[src/rtl/tnn_pkg.sv]
// Shared types and width helpers for the TNN classifier front end.
// Latency: n/a (package only).
// Backpressure: n/a.
// Contents: loader FSM state enum, default parameter values, clog2-based
// width helpers and the feature-slot offset helper used to pack cls_inp.
package tnn_pkg;

  typedef enum logic [1:0] {
    LOAD   = 2'd0,
    SETTLE = 2'd1,
    OUT    = 2'd2
  } state_t;

  localparam int N_DEF  = 11;
  localparam int B_DEF  = 4;
  localparam int C_DEF  = 7;
  localparam int TS_DEF = 5;
  localparam int CW_DEF = 16;

  // clog2 clamped to 1 so degenerate parameters still give a legal vector width.
  function automatic int cnt_w(input int v);
    return (v > 1) ? $clog2(v) : 1;
  endfunction

  function automatic int klass_w(input int c);
    return cnt_w(c);
  endfunction

  function automatic int idx_w(input int n);
    return cnt_w(n);
  endfunction

  // The timer must be able to hold Ts-1; sized from Ts+1 to match the classifier wrapper.
  function automatic int timer_w(input int ts);
    return cnt_w(ts + 1);
  endfunction

  // Feature 0 sits in the most significant slot of the flat classifier bus.
  function automatic int slot_lsb(input int k, input int n, input int b);
    return (n - 1 - k) * b;
  endfunction

endpackage

[src/rtl/tnn_feature_loader_if.sv]
// Handshake and data bundle between the feature loader and its environment.
// Latency: n/a (wiring only).
// Backpressure: s_ready throttles the feature stream, m_ready throttles results.
// slave  : the loader side (consumes features, drives the classifier bus and results).
// master : the environment side (feature producer, classifier core, result consumer).
interface tnn_feature_loader_if #(
  parameter int N  = 11,
  parameter int B  = 4,
  parameter int KW = 3,
  parameter int CW = 16
);

  logic             s_valid;
  logic             s_ready;
  logic [B-1:0]     s_data;
  logic             s_last;
  logic [N*B-1:0]   cls_inp;
  logic [KW-1:0]    cls_klass;
  logic             m_valid;
  logic             m_ready;
  logic [KW-1:0]    m_klass;
  logic             m_err;
  logic [CW-1:0]    vec_count;

  modport slave (
    input  s_valid, s_data, s_last, cls_klass, m_ready,
    output s_ready, cls_inp, m_valid, m_klass, m_err, vec_count
  );

  modport master (
    output s_valid, s_data, s_last, cls_klass, m_ready,
    input  s_ready, cls_inp, m_valid, m_klass, m_err, vec_count
  );

endinterface

[src/rtl/tnn_feature_loader.sv]
// Packs N B-bit feature beats into the classifier's flat bus, waits Ts settle cycles, samples the class index.
// Latency: m_valid rises exactly Ts clocks after the edge accepting the final beat of a vector.
// Backpressure: s_ready is low outside LOAD; the result is held until m_ready, then the bus clears.
// Ports:
//   clk, rst   : rising-edge clock, synchronous active-high reset
//   bus.s_*    : feature stream in (valid/ready, data, last)
//   bus.cls_*  : flat feature bus to the classifier, class index back from it
//   bus.m_*    : result out (valid/ready, class index, framing error)
//   bus.vec_count : completed result handshakes, wraps modulo 2^CW
module tnn_feature_loader
  import tnn_pkg::*;
#(
  parameter int N  = N_DEF,
  parameter int B  = B_DEF,
  parameter int C  = C_DEF,
  parameter int Ts = TS_DEF,
  parameter int CW = CW_DEF
) (
  input  logic                clk,
  input  logic                rst,
  tnn_feature_loader_if.slave bus
);

  localparam int KW = klass_w(C);
  localparam int IW = idx_w(N);
  localparam int TW = timer_w(Ts);
  localparam int LW = cnt_w(N * B);

  state_t          r_state;
  logic [IW-1:0]   r_idx;
  logic [TW-1:0]   r_timer;
  logic [N*B-1:0]  r_cls_inp;
  logic            r_m_valid;
  logic [KW-1:0]   r_m_klass;
  logic            r_m_err;
  logic [CW-1:0]   r_vec_count;

  logic            w_s_ready;
  logic            w_acc;
  logic            w_idx_full;
  logic [LW-1:0]   w_lsb;

  // s_ready is gated by rst directly so nothing is taken during the reset cycle itself.
  assign w_s_ready  = (r_state == LOAD) & ~rst;
  assign w_acc      = bus.s_valid & w_s_ready;
  assign w_idx_full = (r_idx == IW'(N - 1));
  assign w_lsb      = LW'(slot_lsb(int'(r_idx), N, B));

  always_ff @(posedge clk) begin
    if (rst) begin
      r_state     <= LOAD;
      r_idx       <= '0;
      r_timer     <= '0;
      r_cls_inp   <= '0;
      r_m_valid   <= 1'b0;
      r_m_klass   <= '0;
      r_m_err     <= 1'b0;
      r_vec_count <= '0;
    end else begin
      case (r_state)
        LOAD: begin
          if (w_acc) begin
            r_cls_inp[w_lsb +: B] <= bus.s_data;
            // A vector ends on s_last or on the N-th beat, whichever comes first;
            // either mismatch is a framing error but the vector is still classified.
            if (bus.s_last || w_idx_full) begin
              r_state <= SETTLE;
              r_idx   <= '0;
              r_timer <= '0;
              r_m_err <= ~w_idx_full | ~bus.s_last;
            end else begin
              r_idx <= r_idx + 1'b1;
            end
          end
        end

        SETTLE: begin
          if (r_timer == TW'(Ts - 1)) begin
            r_m_klass <= bus.cls_klass;
            r_m_valid <= 1'b1;
            r_state   <= OUT;
          end else begin
            r_timer <= r_timer + 1'b1;
          end
        end

        OUT: begin
          // Clearing cls_inp here means an early-terminated next vector sees zeros in unwritten slots.
          if (r_m_valid && bus.m_ready) begin
            r_m_valid   <= 1'b0;
            r_cls_inp   <= '0;
            r_vec_count <= r_vec_count + 1'b1;
            r_state     <= LOAD;
          end
        end

        default: r_state <= LOAD;
      endcase
    end
  end

  assign bus.s_ready   = w_s_ready;
  assign bus.cls_inp   = r_cls_inp;
  assign bus.m_valid   = r_m_valid;
  assign bus.m_klass   = r_m_klass;
  assign bus.m_err     = r_m_err;
  assign bus.vec_count = r_vec_count;

endmodule

[src/flat_wrapper.sv]
// flat-port wrapper written by rule: the top's interface ports become plain ports
module tnn_feature_loader_flat import tnn_pkg::*;
#(
  parameter int N  = N_DEF,
  parameter int B  = B_DEF,
  parameter int C  = C_DEF,
  parameter int Ts = TS_DEF,
  parameter int CW = CW_DEF
)
  (clk, rst, bus_s_valid, bus_s_data, bus_s_last, bus_cls_klass, bus_m_ready, bus_s_ready, bus_cls_inp, bus_m_valid, bus_m_klass, bus_m_err, bus_vec_count);
  tnn_feature_loader_if #(.N(N), .B(B), .KW(3), .CW(CW)) bus_i ();
  input  logic clk;
  input  logic rst;
  input wire logic [$bits(bus_i.s_valid)-1:0] bus_s_valid;
  input wire logic [$bits(bus_i.s_data)-1:0] bus_s_data;
  input wire logic [$bits(bus_i.s_last)-1:0] bus_s_last;
  input wire logic [$bits(bus_i.cls_klass)-1:0] bus_cls_klass;
  input wire logic [$bits(bus_i.m_ready)-1:0] bus_m_ready;
  output wire logic [$bits(bus_i.s_ready)-1:0] bus_s_ready;
  output wire logic [$bits(bus_i.cls_inp)-1:0] bus_cls_inp;
  output wire logic [$bits(bus_i.m_valid)-1:0] bus_m_valid;
  output wire logic [$bits(bus_i.m_klass)-1:0] bus_m_klass;
  output wire logic [$bits(bus_i.m_err)-1:0] bus_m_err;
  output wire logic [$bits(bus_i.vec_count)-1:0] bus_vec_count;
  assign bus_i.s_valid = bus_s_valid;
  assign bus_i.s_data = bus_s_data;
  assign bus_i.s_last = bus_s_last;
  assign bus_i.cls_klass = bus_cls_klass;
  assign bus_i.m_ready = bus_m_ready;
  assign bus_s_ready = bus_i.s_ready;
  assign bus_cls_inp = bus_i.cls_inp;
  assign bus_m_valid = bus_i.m_valid;
  assign bus_m_klass = bus_i.m_klass;
  assign bus_m_err = bus_i.m_err;
  assign bus_vec_count = bus_i.vec_count;
  tnn_feature_loader #(.N(N), .B(B), .C(C), .Ts(Ts), .CW(CW)) u_core (.clk(clk), .rst(rst), .bus(bus_i));
endmodule
[config.mk]
export PLATFORM = sky130hd
export DESIGN_NAME = tnn_feature_loader_flat
export DESIGN_NICKNAME = d
export VERILOG_FILES = /design/src/rtl/tnn_pkg.sv /design/src/rtl/tnn_feature_loader_if.sv /design/src/rtl/tnn_feature_loader.sv /design/src/flat_wrapper.sv
export SDC_FILE = /design/constraint.sdc
export NUM_CORES = 1
export LEC_CHECK = 0
export ABC_AREA = 1
export BUFFER_PORTS_ARGS = -buffer_cell sky130_fd_sc_hd__buf_2
export CAP_MARGIN = 10
export CORE_MARGIN = 4
export CORE_UTILIZATION = 35
export DETAILED_ROUTE_END_ITERATION = 10
export GPL_ROUTABILITY_DRIVEN = 0
export GPL_TIMING_DRIVEN = 0
export SLEW_MARGIN = 20
export SYNTH_ARGS = -nofsm -noshare
export SYNTH_HDL_FRONTEND = slang
export SYNTH_SLANG_ARGS = --single-unit
[constraint.sdc]
create_clock -name clk -period 5.2 [get_ports clk]
set_input_delay 1.04 -clock clk [delete_from_list [all_inputs] [get_ports clk]]
set_output_delay 1.04 -clock clk [all_outputs]
set_load 0.01 [all_outputs]
==> metrics.md <==
| Metric | Value |
|---|---|
| CTS Sinks | 74 |
| Tot GR Track Use | 0.172 |
| Final worst setup slack | 2.71 ns |
| Fin crit period | 2.49 ns |
| Worst slew pin tran | 0.596 ns |
| Worst setup path class | input port to output pin |
| Syn-to-layout area delta | 21.2% |
| Most frequent CP cell | buf_2 |
| Root Driver | clkbuf_8 |
| Seq cells post-synth | 74 |
| Port-buffer cells | 77 |
| Crit path max fanout | 4 |
| Residual DRC count | 0 |
| Cells on worst reg2reg path | 13 |
| Total gr overflow | 0 |
| Fillers | 1050 |
| CP endpoint kind | output pin |
| Yosys warnings | 0 |
| Clk_skew | 0.00984 ns |
| CTS Hold Bufs | 0 |
| Async set-reset flop share out of synthesis | 0 |
| Hold Crit Depth | 2 |
| DP HPWL | 7510 um |
| Die Ht | 109 um |
| Post-synth EDFFs | 0 |
| CP Launch Type | input port |
| Most frequent cells in the layout | nand2_1 (119), buf_2 (77), dfxtp_1 (74) |
| Top_reg_cell synth | dfxtp_1 |
| Post-cts resize count | 0 |
| Layout cells sized above 1 | 0.199 |
| Worst-path clk slew | 0.08 ns |
| Vias | 3542 |
| CP Data Arrival Time | 1.45 ns |
| Worst VDD drop | 0.228 mV |
| Core ar. | 9860 um^2 |
| Initial Util | 0.362 |
| Initial antenna violation count | 0 |
| Static leakage | 1.87 nW |
| Pre-CTS setup slack | 2.62 ns |
| Post-Syn Instances | 509 |
| Vias in the first global route | 3376 |
| First drt pass iteration count | 4 |
| Critical Path RT | 4.16 ns |
| DIE AREA | 11900 um^2 |
| Vias per cell | 4.82 |
| Slew Limit Fails | 0 |
| First-pass GRT wire length | 16000 um |
| CTS buffer count | 9 |
| Mapped Area | 3570 um^2 |
| NumNets Final | 620 |
| Row count | 36 |
| Mapped Nets | 532 |
| Clock latency on the worst-skew pair | 0.35 ns |
| TritonCTS clock tree | done |
| Setup violators final | 0 |
| Max-cap violation count | 0 |
| Final Hold Viols | 0 |
| Hold Crit Class | register to register |
| Synth top area cells | dfxtp_1 (42%), nand2_1 (13%), a21oi_1 (8.0%) |
| Final core occ | 0.438 |
| Placed instance area | 4120 um^2 |
| Synthesized area per cell | 7.01 um^2 |
| Bufs on Longest Clock Path | 2 |
| F_max | 401 MHz |
| Total Neg Setup Slack | 0 ns |
| Wire per inst | 13.3 um |
| Commonest non-fill, non-tap cell in the layout | nand2_1 |
| Setup bufs post-CTS | 0 |
| Post-route cell area | 4320 um^2 |
| Cells along the critical path | buf_2 > nor2_4 > buf_2 |
| Synth area leader | dfxtp_1 |
| Die Width | 109 um |
| Yosys top cell area share | 0.415 |
| Iter 0 DRT Violations | 163 |
| Power Dens Cells | 329 nW/um^2 |
| Pin count of the biggest net entering global routing | 14 |
| RSZ-0062 raised after global routing | no |
| DRT Wirelength | 9760 um |
| Antenna diodes | 0 |
| Post-synthesis sequential area ratio | 0.415 |
| # IOs | 78 |
| Distinct cells, synth | 31 |
| CP max stage delay | 0.14 ns |
| H-tree levels | 3 |
| Status | completed |
| ANT nets after route | 0 |
| Slew margin rel. | 0.603 |
| CP max-delay cell | buf_2 |
| Final Cycle Share | 0.479 |
layout make-up:
type,count,area (um^2),share of cell area
multi-input cells,364,1810,0.419
flip-flops and latches,74,1480,0.343
repair buffers,77,385,0.0891
inverters,59,223,0.0515
well taps,133,166,0.0385
clock buffers,11,141,0.0327
clock inverters,5,62.6,0.0145
plain buffers,12,52.6,0.0122
worst max-delay path: cells and delay by family:
family                 cells  cell delay [ns]
and+or+nand+nor            1             0.13
buffers and inverters      2             0.28
metrics by stage:
step	hold slack [ns]	total power, W	instances
4_1_cts	0.465	0.00144	735
3_3_place_gp	0.448	0.000960	719
6_report	0.462	0.00142	735
5_1_grt	0.479	0.00150	735
3_5_place_dp	0.452	0.000967	719
2_1_floorplan	0.447	0.000870	509
routing by layer:
| layer | up-vias | wire length (um) | share of wire | global-route usage |
|---|---|---|---|---|
| met4 | 0 | 169 | 0.017 | 0.0478 |
| met1 | 1590 | 4390 | 0.45 | 0.212 |
| met3 | 15 | 674 | 0.069 | 0.0586 |
| met5 | - | 0 | 0 | 0 |
| met2 | 96 | 4520 | 0.46 | 0.284 |
| li1 | 1841 | - | - | - |
state kept, by name, indices dropped and copies added, names as in the netlist:
signal / cells
u_core.bus.cls_inp: 44
u_core.bus.m_err: 1
u_core.bus.m_klass: 3
u_core.bus.m_valid: 1
u_core.bus.vec_count: 16
u_core.r_idx: 4
u_core.r_state: 2
u_core.r_timer: 3
path summary, 6_finish.rpt:
kind | start | end | slack [ns]
hold / removal | u_core.bus.cls_inp[32]$_SDFFE_PP0P_ | u_core.bus.cls_inp[32]$_SDFFE_PP0P_ | 0.46
setup reg to reg | u_core.r_idx[0]$_SDFFE_PP0P_ | u_core.bus.cls_inp[12]$_SDFFE_PP0P_ | 2.84
hold reg to reg | u_core.bus.cls_inp[32]$_SDFFE_PP0P_ | u_core.bus.cls_inp[32]$_SDFFE_PP0P_ | 0.46
setup / recovery | rst | bus_s_ready | 2.71
cells by family (layout without fill, tap and decap cells):
group | count (synthesis) | after routing | share of synthesized area
xor gates and xnor gates | 4 | 4 | 0.00982
buffers and inverters | 71 | 164 | 0.0771
DFF | 74 | 74 | 0.415
and+or+nand+nor | 256 | 256 | 0.319
adders and majority gates | 11 | 11 | 0.0386
AOI/OAI and AO/OA | 93 | 93 | 0.140
cells in the mapped netlist (2+ instances only):
library cell	n
a31oi_1	3
nor2_1	57
nand2_2	2
xor2_1	4
dfxtp_1	74
nand4_1	6
nor4_2	4
nand2_4	3
nand3_1	47
a21oi_1	57
o21ai_0	24
nor2_2	2
clkbuf_1	10
nand2_1	119
buf_4	2
o21bai_1	2
ha_1	11
nor3_1	12
o21ai_1	3
inv_2	9
inv_1	48
power by group:
| group | internal [W] | switching (W) |
|---|---|---|
| registers | 0.000590 | 0.0000157 |
| logic | 0.000101 | 0.000249 |
| clock network | 0.000238 | 0.000230 |
Note: power is estimated with default switching activity, not from simulation.
